<file path="src/rtl/mult_pkg.sv">
// rtl/mult_pkg.sv - shared types and helpers for the shift-add multiplier
package mult_pkg;

    typedef enum logic {
        IDLE = 1'b0,
        BUSY = 1'b1
    } mult_state_e;

    localparam int DEFAULT_WIDTH = 8;

    function automatic int cnt_width(input int width);
        return $clog2(width + 1);
    endfunction

endpackage

</file>
<file path="src/rtl/mult_sign_fix.sv">
// rtl/mult_sign_fix.sv - conditional negation and overflow check of the magnitude product
module mult_sign_fix
    import mult_pkg::*;
#(
    parameter int WIDTH = DEFAULT_WIDTH
) (
    input  logic [2*WIDTH-1:0] acc,
    input  logic               neg,
    input  logic               signed_mode,
    output logic [2*WIDTH-1:0] res,
    output logic               ovf
);

    localparam int PW = 2 * WIDTH;
    localparam logic [PW-1:0] LIMIT = PW'(1) << (WIDTH - 1);

    assign res = neg ? -acc : acc;

    // acc is a magnitude; a negative result may reach -2^(WIDTH-1), a positive one may not
    always_comb begin
        ovf = 1'b0;
        if (!signed_mode) begin
            ovf = |acc[PW-1:WIDTH];
        end else if (neg) begin
            ovf = acc > LIMIT;
        end else begin
            ovf = acc >= LIMIT;
        end
    end

endmodule

</file>
<file path="src/rtl/mult.sv">
// rtl/mult.sv - sequential radix-2 shift-add multiplier; MULT_EARLY_TERM_EN enables early completion
module mult
    import mult_pkg::*;
#(
    parameter int WIDTH = DEFAULT_WIDTH
) (
    input  logic             clk,
    input  logic             reset,
    input  logic             activate,
    input  logic             a,
    input  logic [WIDTH-1:0] b,
    input  logic [WIDTH-1:0] c,
    output logic [WIDTH-1:0] div,
    output logic             mod,
    output logic             endop
);

    localparam int CW = cnt_width(WIDTH);
    localparam int PW = 2 * WIDTH;

    mult_state_e      state, state_nx;
    logic [PW-1:0]    acc, mcand;
    logic [WIDTH-1:0] mplier;
    logic [CW-1:0]    cnt;
    logic             mode_s, neg;

    logic [WIDTH-1:0] b_mag, c_mag;
    logic [PW-1:0]    acc_nx;
    logic [WIDTH-1:0] mplier_nx;
    logic             done;
    logic [PW-1:0]    fix_res;
    logic             fix_ovf;

    // Signed mode works on magnitudes; the most negative value maps onto its unsigned pattern
    assign b_mag     = (a && b[WIDTH-1]) ? -b : b;
    assign c_mag     = (a && c[WIDTH-1]) ? -c : c;
    assign acc_nx    = mplier[0] ? acc + mcand : acc;
    assign mplier_nx = mplier >> 1;

`ifdef MULT_EARLY_TERM_EN
    assign done = (state == BUSY) && ((cnt == CW'(1)) || (mplier_nx == '0));
`else
    assign done = (state == BUSY) && (cnt == CW'(1));
`endif

    mult_sign_fix #(.WIDTH(WIDTH)) u_sign_fix (
        .acc         (acc_nx),
        .neg         (neg),
        .signed_mode (mode_s),
        .res         (fix_res),
        .ovf         (fix_ovf)
    );

    always_ff @(posedge clk or negedge reset) begin
        if (!reset) begin
            state <= IDLE;
        end else begin
            state <= state_nx;
        end
    end

    always_comb begin
        state_nx = state;
        case (state)
            IDLE:    if (activate) state_nx = BUSY;
            BUSY:    if (done)     state_nx = IDLE;
            default: state_nx = IDLE;
        endcase
    end

    always_ff @(posedge clk or negedge reset) begin
        if (!reset) begin
            acc    <= '0;
            mcand  <= '0;
            mplier <= '0;
            cnt    <= '0;
            mode_s <= 1'b0;
            neg    <= 1'b0;
            div    <= '0;
            mod    <= 1'b0;
            endop  <= 1'b0;
        end else begin
            endop <= 1'b0;
            if (state == IDLE) begin
                if (activate) begin
                    acc    <= '0;
                    mcand  <= {{WIDTH{1'b0}}, b_mag};
                    mplier <= c_mag;
                    cnt    <= CW'(WIDTH);
                    mode_s <= a;
                    neg    <= a & (b[WIDTH-1] ^ c[WIDTH-1]);
                end
            end else begin
                acc    <= acc_nx;
                mcand  <= mcand << 1;
                mplier <= mplier_nx;
                cnt    <= cnt - CW'(1);
                if (done) begin
                    div   <= fix_res[WIDTH-1:0];
                    mod   <= fix_ovf;
                    endop <= 1'b1;
                end
            end
        end
    end

endmodule

</file>
<file path="config.mk">
export PLATFORM = sky130hd
export DESIGN_NAME = mult
export DESIGN_NICKNAME = d
export VERILOG_FILES = /design/src/rtl/mult_pkg.sv /design/src/rtl/mult_sign_fix.sv /design/src/rtl/mult.sv
export SDC_FILE = /design/constraint.sdc
export NUM_CORES = 1
export LEC_CHECK = 0
export ABC_AREA = 1
export BUFFER_PORTS_ARGS = -buffer_cell sky130_fd_sc_hd__buf_2
export CORE_ASPECT_RATIO = 0.6
export CORE_MARGIN = 2
export CORE_UTILIZATION = 35
export CTS_CLUSTER_DIAMETER = 40
export DETAILED_ROUTE_END_ITERATION = 6
export PLACE_DENSITY = 0.5
export SLEW_MARGIN = 10
export SYNTH_ARGS = -nofsm -noshare
export SYNTH_HDL_FRONTEND = slang
export SYNTH_HIERARCHICAL = 1
export SYNTH_SLANG_ARGS = --single-unit
</file>
<file path="constraint.sdc">
create_clock -name clk -period 3.1 [get_ports clk]
set_input_delay 0.62 -clock clk [delete_from_list [all_inputs] [get_ports clk]]
set_output_delay 0.62 -clock clk [all_outputs]
set_load 0.01 [all_outputs]
</file>
==> flow_metrics.py <==
metrics = {
    "finish": {
        "layout.filler_cells": 1114,
        "layout.nets": 595,
        "layout-area-overhead-vs-synth_pct": 14.7,
        "stdcell_area_um2": 4430,
        "antenna_cells_inserted": 0,
        "drive_above_1_share_pct": 13.3,
    },
    "die": {
        "design.core.area_um2": 10700,
        "site_row_count": 29,
        "initial_core_util_pct": 36.2,
        "die_y_um": 85.4,
        "io_pins": 30,
        "die_x_um": 140,
        "die_footprint_um2": 11900,
    },
    "detailed_routing": {
        "number_of_iterations_in_the_first_detailed_routing_pass": 4,
        "detail_route.wirelength_mm": 9.20,
        "wl_per_cell_um": 13.2,
        "drc_markers": 0,
        "detail_route.vias_per_cell": 4.75,
        "detailedRoute.firstIterationViolations": 137,
        "route.antenna.remaining_nets": 0,
        "vias": 3309,
    },
    "placed_design": {
        "dpl-instance-area_um2": 4130,
        "place.port_buffers": 29,
        "place_congestion": 0.875,
        "hpwlAfterDp_mm": 7.07,
    },
    "power_and_ir_drop": {
        "power_per_cell_area_nw_per_um2": 1080,
        "power_leakage_nw": 2.30,
        "ir_drop_v": 0.000450,
    },
    "logic_synthesis": {
        "syn_nets": 565,
        "netlist_instances": 524,
        "synth.avg_cell_area_um2": 7.37,
        "synthesis.area_um2": 3860,
        "ys_warn_count": 6,
    },
    "timing": {
        "hold_violations": 0,
        "worst_slew_margin_rel_pct": 57.6,
        "setup_tns_ps": 0,
        "grt_setup_unrepaired": "false",
        "fmax_mhz": 411,
        "finalWorstPathRequiredPeriod_ps": 2430,
        "final-setup-viol-count": 0,
        "worst_pin_slew_ps": 630,
        "report.final.slew_viol_count": 0,
        "fin_crit_sh_pct": 78.4,
        "worst_clock_skew_ps": 6.55,
    },
    "clock_network": {
        "worstSkewPairLatency_ps": 330,
        "clk_path_buf_depth": 2,
        "clock-root-buffer": "sky130_fd_sc_hd__clkbuf_16",
        "tritoncts_sink_count": 57,
        "numCtsBuffers": 9,
        "tritoncts": "done",
        "cts.htree.levels": 3,
        "cts_repair_resize_count": 0,
        "postCtsSetupBuffers": 0,
        "cts.clk_slew.worst_paths_ps": 50,
        "cts_hold_buffers": 0,
    },
    "setup_path": {
        "required_ps": 3360,
        "crit_path_start_kind": "register",
        "cp-end-kind": "register",
        "worst-path-max-fanout": 5,
        "worstPathArrival_ps": 2690,
        "timing.setup.critical_path_class": "reg -> reg",
    },
    "status": {
        "run_status": "finished, final reports clean",
    },
    "worst_hold_path": {
        "hold_path_class": "in -> async",
    },
    "global_routing": {
        "global_route_total_overflow": 0,
        "grt_pass1_vias": 3027,
        "grt_first_pass_wirelength_mm": 15.6,
        "grt_util_all_layers_pct": 16.7,
        "pin_count_of_the_biggest_net_entering_global_routing": 47,
        "grt_antenna_before_repair": 0,
    },
    "flow_run": {
        "max_cap_viol_count": 0,
    },
}
==> layout make-up <==
class | count | area, um2 | area share [%]
inverters | 64 | 240 | 5.42
flip-flops and latches | 57 | 1430 | 32.2
repair buffers | 35 | 190 | 4.29
well taps | 139 | 174 | 3.93
multi-input cells | 387 | 2100 | 47.5
clock buffers | 12 | 256 | 5.79
clock inverters | 3 | 40.0 | 0.904
==> cells in the final DEF (no fill, tap or decap), types with 2 or more instances in the layout <==
master and instances:
sky130_fd_sc_hd__a31oi_1 2, sky130_fd_sc_hd__xnor2_1 9, sky130_fd_sc_hd__buf_4 6, sky130_fd_sc_hd__nor2_4 3
sky130_fd_sc_hd__a21oi_1 12, sky130_fd_sc_hd__nor3_1 2, sky130_fd_sc_hd__nand2_2 5, sky130_fd_sc_hd__inv_1 61
sky130_fd_sc_hd__buf_2 29, sky130_fd_sc_hd__and2_1 10, sky130_fd_sc_hd__o22ai_1 7, sky130_fd_sc_hd__o21ai_1 4
sky130_fd_sc_hd__ha_1 20, sky130_fd_sc_hd__a22o_1 4, sky130_fd_sc_hd__o21ai_0 20, sky130_fd_sc_hd__or2_2 7
sky130_fd_sc_hd__o21a_1 3, sky130_fd_sc_hd__nor2_1 33, sky130_fd_sc_hd__nand3b_1 2, sky130_fd_sc_hd__clkbuf_8 2
sky130_fd_sc_hd__o31ai_1 2, sky130_fd_sc_hd__inv_2 3, sky130_fd_sc_hd__clkbuf_16 9, sky130_fd_sc_hd__nor2_2 3
sky130_fd_sc_hd__clkinv_2 2, sky130_fd_sc_hd__o211ai_1 7, sky130_fd_sc_hd__xor2_1 13, sky130_fd_sc_hd__nand4_1 2
sky130_fd_sc_hd__dfrtp_1 57, sky130_fd_sc_hd__nand3_1 29, sky130_fd_sc_hd__a22oi_1 9, sky130_fd_sc_hd__nand2_1 169
==> state kept, by name (all words and copies together), names as in the netlist <==
name    count
mcand      16
mod         1
mplier      8
neg         1
endop       1
state       1
mode_s      1
cnt         4
div         8
acc        16
==> worst paths after layout <==
check                                   start                  to  slack [ps]  cells after the start
max in group asynchronous               reset     mod$_DFFE_PN0P_        2030                      2
min                                     reset  cnt[0]$_DFFE_PN0P_         170                      1
max reg2reg                acc[0]$_DFFE_PN0P_  div[5]$_DFFE_PN0P_         670                     12
max                        acc[0]$_DFFE_PN0P_  div[5]$_DFFE_PN0P_         670                     12
min in group clk           div[3]$_DFFE_PN0P_  div[3]$_DFFE_PN0P_         460                      2
min reg2reg                div[3]$_DFFE_PN0P_  div[3]$_DFFE_PN0P_         460                      2
==> through the flow <==
stage                     utilization, %  power (W)  setup slack [ps]  hold slack (ps)  std cells
after floorplan                        -    0.00320               860              324        524
after global placement              38.7    0.00377               686              449        682
after detailed placement            38.7    0.00379               661              453        682
after CTS                           41.5    0.00481               646              167        697
after global routing                41.5    0.00525               391              171        697
final                               41.5    0.00477               669              171        697
==> report_power, final <==
group          switching, W  internal, W
clock network      0.000326     0.000657
logic               0.00150     0.000955
registers          0.000278      0.00105
==> metal layers <==
| layer | wire length, um | track usage, % |
|---|---|---|
| met2 | 3460 | 22.1 |
| met5 | 0 | 0 |
| met1 | 5030 | 26.6 |
| met3 | 652 | 4.40 |
| met4 | 59 | 3.55 |
==> worst max-delay path, cell delays in order, from the launching register on <==
cell and delay [ps]:
sky130_fd_sc_hd__dfrtp_1 390, sky130_fd_sc_hd__ha_1 230, sky130_fd_sc_hd__fa_1 400, sky130_fd_sc_hd__nand2_1 100, sky130_fd_sc_hd__nand2_1 50, sky130_fd_sc_hd__o21ai_0 520
sky130_fd_sc_hd__nor2_2 90, sky130_fd_sc_hd__nand2_2 110, sky130_fd_sc_hd__nand2_1 80, sky130_fd_sc_hd__o21ai_1 110, sky130_fd_sc_hd__xor2_1 150, sky130_fd_sc_hd__nand2_1 60
sky130_fd_sc_hd__nand2_1 80
(Power assumes the default switching activity.)
